File: config.mk
export PLATFORM = sky130hd
export DESIGN_NAME = timer_counter
export DESIGN_NICKNAME = d
export VERILOG_FILES = /design/src/rtl/tc_pkg.sv /design/src/rtl/timer_counter.sv
export SDC_FILE = /design/constraint.sdc
export NUM_CORES = 1
export LEC_CHECK = 0
export BUFFER_PORTS_ARGS = -buffer_cell sky130_fd_sc_hd__clkbuf_2
export CAP_MARGIN = 0
export CORE_ASPECT_RATIO = 0.6
export CORE_UTILIZATION = 49
export DETAILED_ROUTE_END_ITERATION = 10
export MAX_ROUTING_LAYER = met4
export PLACE_DENSITY = 0.77
export REMOVE_ABC_BUFFERS = 1
export SYNTH_ARGS = -nofsm -noshare
export SYNTH_HDL_FRONTEND = slang
export SYNTH_SLANG_ARGS = --single-unit
File: constraint.sdc
create_clock -name clk -period 2 [get_ports clk]
set_input_delay 0.5 -clock clk [delete_from_list [all_inputs] [get_ports clk]]
set_output_delay 0.5 -clock clk [all_outputs]
set_load 0.02 [all_outputs]
File: src/rtl/tc_pkg.sv
// Shared definitions for the memory-mapped timer/counter.
// Holds the FSM state encoding, register offsets (Addr[3:2]), CTRL bit
// positions and the counting-mode codes.
package tc_pkg;

  typedef enum logic [1:0] {
    StIdle = 2'b00,
    StLoad = 2'b01,
    StCnt  = 2'b10,
    StInt  = 2'b11
  } tc_state_e;

  // Register offsets as seen on Addr[3:2]; 2'b11 is reserved.
  localparam logic [1:0] RegCtrl   = 2'b00;
  localparam logic [1:0] RegPreset = 2'b01;
  localparam logic [1:0] RegCount  = 2'b10;

  // CTRL layout: [0] enable, [2:1] mode, [3] interrupt mask.
  localparam int unsigned CtrlW       = 4;
  localparam int unsigned CtrlEnBit   = 0;
  localparam int unsigned CtrlModeLsb = 1;
  localparam int unsigned CtrlModeMsb = 2;
  localparam int unsigned CtrlImBit   = 3;

  localparam logic [1:0] ModeOneShot    = 2'b00;
  localparam logic [1:0] ModeAutoReload = 2'b01;

  // Only 01 reloads; 10 and 11 fall back to one-shot behaviour.
  function automatic logic is_auto_reload(input logic [1:0] mode);
    return mode == ModeAutoReload;
  endfunction

endpackage

File: src/rtl/timer_counter.sv
// Memory-mapped down-counting timer acting as a data-memory bus responder.
// Ports:
//   clk   - system clock, rising edge
//   reset - synchronous, active-high
//   Addr  - byte address; Addr[3:2] selects CTRL / PRESET / COUNT / reserved
//   WE    - write strobe for the selected register
//   Din   - store data
//   Dout  - combinational read of the selected register (old value on a write)
//   IRQ   - interrupt request, irq_flag gated by the CTRL interrupt mask
module timer_counter
  import tc_pkg::*;
#(
  parameter int unsigned CNT_W = 32
) (
  input  logic        clk,
  input  logic        reset,
  input  logic [31:0] Addr,
  input  logic        WE,
  input  logic [31:0] Din,
  output logic [31:0] Dout,
  output logic        IRQ
);

  localparam logic [CNT_W-1:0] CntOne = {{(CNT_W-1){1'b0}}, 1'b1};

  logic [CtrlW-1:0] ctrl_q;
  logic [CNT_W-1:0] preset_q;
  logic [CNT_W-1:0] count_q;
  logic             irq_flag_q;
  tc_state_e        state_q;

  logic [1:0] reg_sel;
  logic       ctrl_wr;
  logic       preset_wr;
  logic       enable;
  logic       auto_reload;

  assign reg_sel     = Addr[3:2];
  assign ctrl_wr     = WE && (reg_sel == RegCtrl);
  assign preset_wr   = WE && (reg_sel == RegPreset);
  assign enable      = ctrl_q[CtrlEnBit];
  assign auto_reload = is_auto_reload(ctrl_q[CtrlModeMsb:CtrlModeLsb]);

  // Byte-lane and upper address bits are decoded externally.
  logic unused_addr;
  assign unused_addr = ^{Addr[31:4], Addr[1:0]};

  always_ff @(posedge clk) begin
    if (reset) begin
      ctrl_q     <= '0;
      preset_q   <= '0;
      count_q    <= '0;
      irq_flag_q <= 1'b0;
      state_q    <= StIdle;
    end else begin
      if (preset_wr) begin
        preset_q <= Din[CNT_W-1:0];
      end

      case (state_q)
        StIdle: begin
          if (enable) begin
            state_q <= StLoad;
          end
        end
        StLoad: begin
          count_q <= preset_q;
          state_q <= StCnt;
        end
        StCnt: begin
          if (!enable) begin
            state_q <= StIdle;  // COUNT stays frozen
          end else if (count_q > CntOne) begin
            count_q <= count_q - CntOne;
          end else begin
            count_q    <= '0;
            irq_flag_q <= 1'b1;
            state_q    <= StInt;
          end
        end
        StInt: begin
          if (auto_reload) begin
            irq_flag_q <= 1'b0;
            state_q    <= StLoad;
          end else begin
            ctrl_q[CtrlEnBit] <= 1'b0;
            state_q           <= StIdle;
          end
        end
        default: state_q <= StIdle;
      endcase

      // Placed last so a software CTRL write overrides the INT-state
      // enable clear and any flag set in the same cycle.
      if (ctrl_wr) begin
        ctrl_q     <= Din[CtrlW-1:0];
        irq_flag_q <= 1'b0;
      end
    end
  end

  always_comb begin
    Dout = '0;
    case (reg_sel)
      RegCtrl:   Dout[CtrlW-1:0] = ctrl_q;
      RegPreset: Dout[CNT_W-1:0] = preset_q;
      RegCount:  Dout[CNT_W-1:0] = count_q;
      default:   Dout = '0;
    endcase
  end

  assign IRQ = irq_flag_q & ctrl_q[CtrlImBit];

endmodule

==> out/qor.yml <==
antenna_found_initial: 0
avgSynthCellArea_um2: 7.73
reg2reg_from: "count_q[5]"
die_w_um: 121
crit_arrival_ps: 2340
grt_max_degree: 67
via_count: 4909
switching_share: 0.252
min_path_type: "in2reg"
synthesis.area_um2: 4170
top_layer_used: "met4"
worst_pin_slew_ps: 419
routed_wl_mm: 15.4
dieArea_um2: 8890
r2r_slack_ps: -130
drtIter0Drc: 673
r2r_end: "count_q[1]"
dr_wl_met3_mm: 1.60
synth_edf_count: 0
n_antenna_cell: 0
timing.hold.ws_ps: 371
placement.io_buffers: 69
min_path_cells: 3
finalHoldViolations: 0
power_density_nw_per_um2: 642
first_pass_iters: 5
period_share: 1.06
rows: 25
layout_commonest_cell: "nand2_1"
cp-start-kind: "register"
internal_power_uw: 2870
final_layout_size_suffix_gt1_frac: 0.361
viasPerCell: 6.33
met2_length_mm: 6.83
hpwl_mm: 9.46
grt_first_pass_wirelength_mm: 23.3
rsz0062_at_grt: "yes"
die_h_um: 73.4
initial_utilization: 0.516
fmax_mhz: 470
violations: "negative setup slack"
ios: 100
coreArea_um2: 8070
p_switching_uw: 969
p_clk_frac: 0.464
path_max_fanout: 6
fin_nets: 736
track_usage: 0.354
hp-start: "Din[8]"
cts_tree: "built"
p_seq_frac: 0.384
gr-total-overflow: 0
vdd_drop_max_mv: 0.528
clkLatencyLatePin_ps: 340
n_fill_cell: 612
maxCapViolCount: 0
syn_inst: 539
final_cell_mix: "nand2_1, buf_4, dfxtp_1"
setup_viol: 25
status: "complete, but fails checks"
drc: 0
grt_pass1_vias: 4414
ys_seq_elements: 71
path_clk_slew_ps: 60
required_ps: 2210
leakage_uw: 0.00239
htree_num_levels: 3
detail-route-antenna-nets: 0
critPathKind: "reg2reg"
rr_worst_depth: 6
gp_congestion: 0.984
finalClockSkew_ps: 6.45
cts_buffers: 9
finalMaxSlewViolations: 0
finalCriticalPeriod_ps: 2130
relSlewSlack: 0.718
cts.sinks: 71
yosysUniqueCellTypes: 54
clock-root-buffer: "clkbuf_16"
ys_seq_area_frac: 0.341
setup_ws_ps: -127
synthFlopType: "dfxtp_1"
post-route-util: 0.741
endpoint_kind: "register"
syn2layout_area_growth_pct: 43.5
wl_per_cell_um: 19.9
combPwrFrac: 0.152
clock_path_buffers: 2
whs_endpoint: "preset_q[8]"
wl_met1_mm: 6.62
async_reset_ff_frac: 0
ys_warn_count: 0
cts_hold_buf: 0
## sequential cells by signal (all words and copies together), names as in the netlist
name        count
ctrl_q          4
preset_q       32
state_q         2
irq_flag_q      1
count_q        32
## cell type report
class                      instances  area [um^2]  share of cell area
multi-input combinational        408         2760               0.462
sequential                        71         1430               0.239
timing repair buffer             155         1250               0.209
clock buffer                      13          260              0.0435
tap                              108          135              0.0226
inverter                          18         82.6              0.0138
clock inverter                     3         65.1              0.0109
## how the worst max path moves through the flow
stage	start	end	slack, ps	depth (start not counted)
after floorplan	state_q[0]	count_q[22]	-990	5
after global placement	Addr[2]	Dout[3]	-90	6
after detailed placement	Addr[2]	Dout[4]	-130	7
after CTS	count_q[5]	count_q[1]	-100	6
after global routing	count_q[5]	count_q[2]	-150	6
final	count_q[5]	count_q[1]	-130	6
## Yosys cell counts (5+ instances only)
master	count	area share
nand3_1	17	0.020
nand4_1	12	0.018
clkbuf_1	33	0.030
or3_1	7	0.011
a22oi_1	32	0.058
nor2_1	26	0.023
nor2b_1	31	0.047
nor4_1	7	0.011
inv_1	17	0.015
o32ai_1	7	0.015
dfxtp_1	71	0.34
nor3_1	11	0.013
and2_1	5	0.0075
a21oi_1	47	0.056
a32oi_1	12	0.025
o311ai_0	6	0.013
o21ai_0	7	0.0084
ha_1	6	0.018
a31oi_1	20	0.030
nand2_1	94	0.085
## through the flow
step | cells | setup TNS (ps) | total power [uW] | setup slack (ps) | cell area, um^2
finish | 776 | -1550 | 3840 | -127 | 5980
detailed placement | 743 | -3110 | 1950 | -133 | 5060
floorplan | 497 | -37670 | 1720 | -994 | 3980
global route | 776 | -3170 | 3950 | -152 | 5980
global placement | 743 | -2050 | 1940 | -92.9 | 5060
CTS | 769 | -979 | 3780 | -96.5 | 5650
## power groups by stage
stage	clock (uW)	sequential, uW	combinational, uW
after floorplan	0	1490	223
after global placement	0	1500	442
after detailed placement	0	1500	451
after CTS	1790	1470	520
after global routing	1860	1480	617
final	1780	1470	582
## critical path: stages, from the launching register on
cell and delay [ps]:
dfxtp_2 320, or4_4 600, nor4_4 380, a31oi_4 180
buf_6 180, a221oi_2 250, a211oi_1 70
## per-layer routing
layer,global-route usage,vias to the layer above
met5,-,-
met4,0.0974,0
met3,0.0823,45
met2,0.542,294
met1,0.469,2320
li1,-,2250
## cell families after synthesis
group / Yosys count / synth area share
buffers and inverters: 60 / 0.0612
AND/OR/NAND/NOR: 232 / 0.292
adder cells (fa/ha/maj): 6 / 0.0180
XOR/XNOR: 2 / 0.00420
AO/OA/AOI/OAI: 165 / 0.276
multiplexers: 3 / 0.00781
flip-flops: 71 / 0.341
## repair_timing
action,CTS,global route
pin swaps,19,25
gates resized for setup,43,89
gates cloned,4,2
buffers inserted,7,5
endpoints found under the setup margin,53,66
endpoints found under the hold margin,0,0
Power figures use the tool's default switching activity.
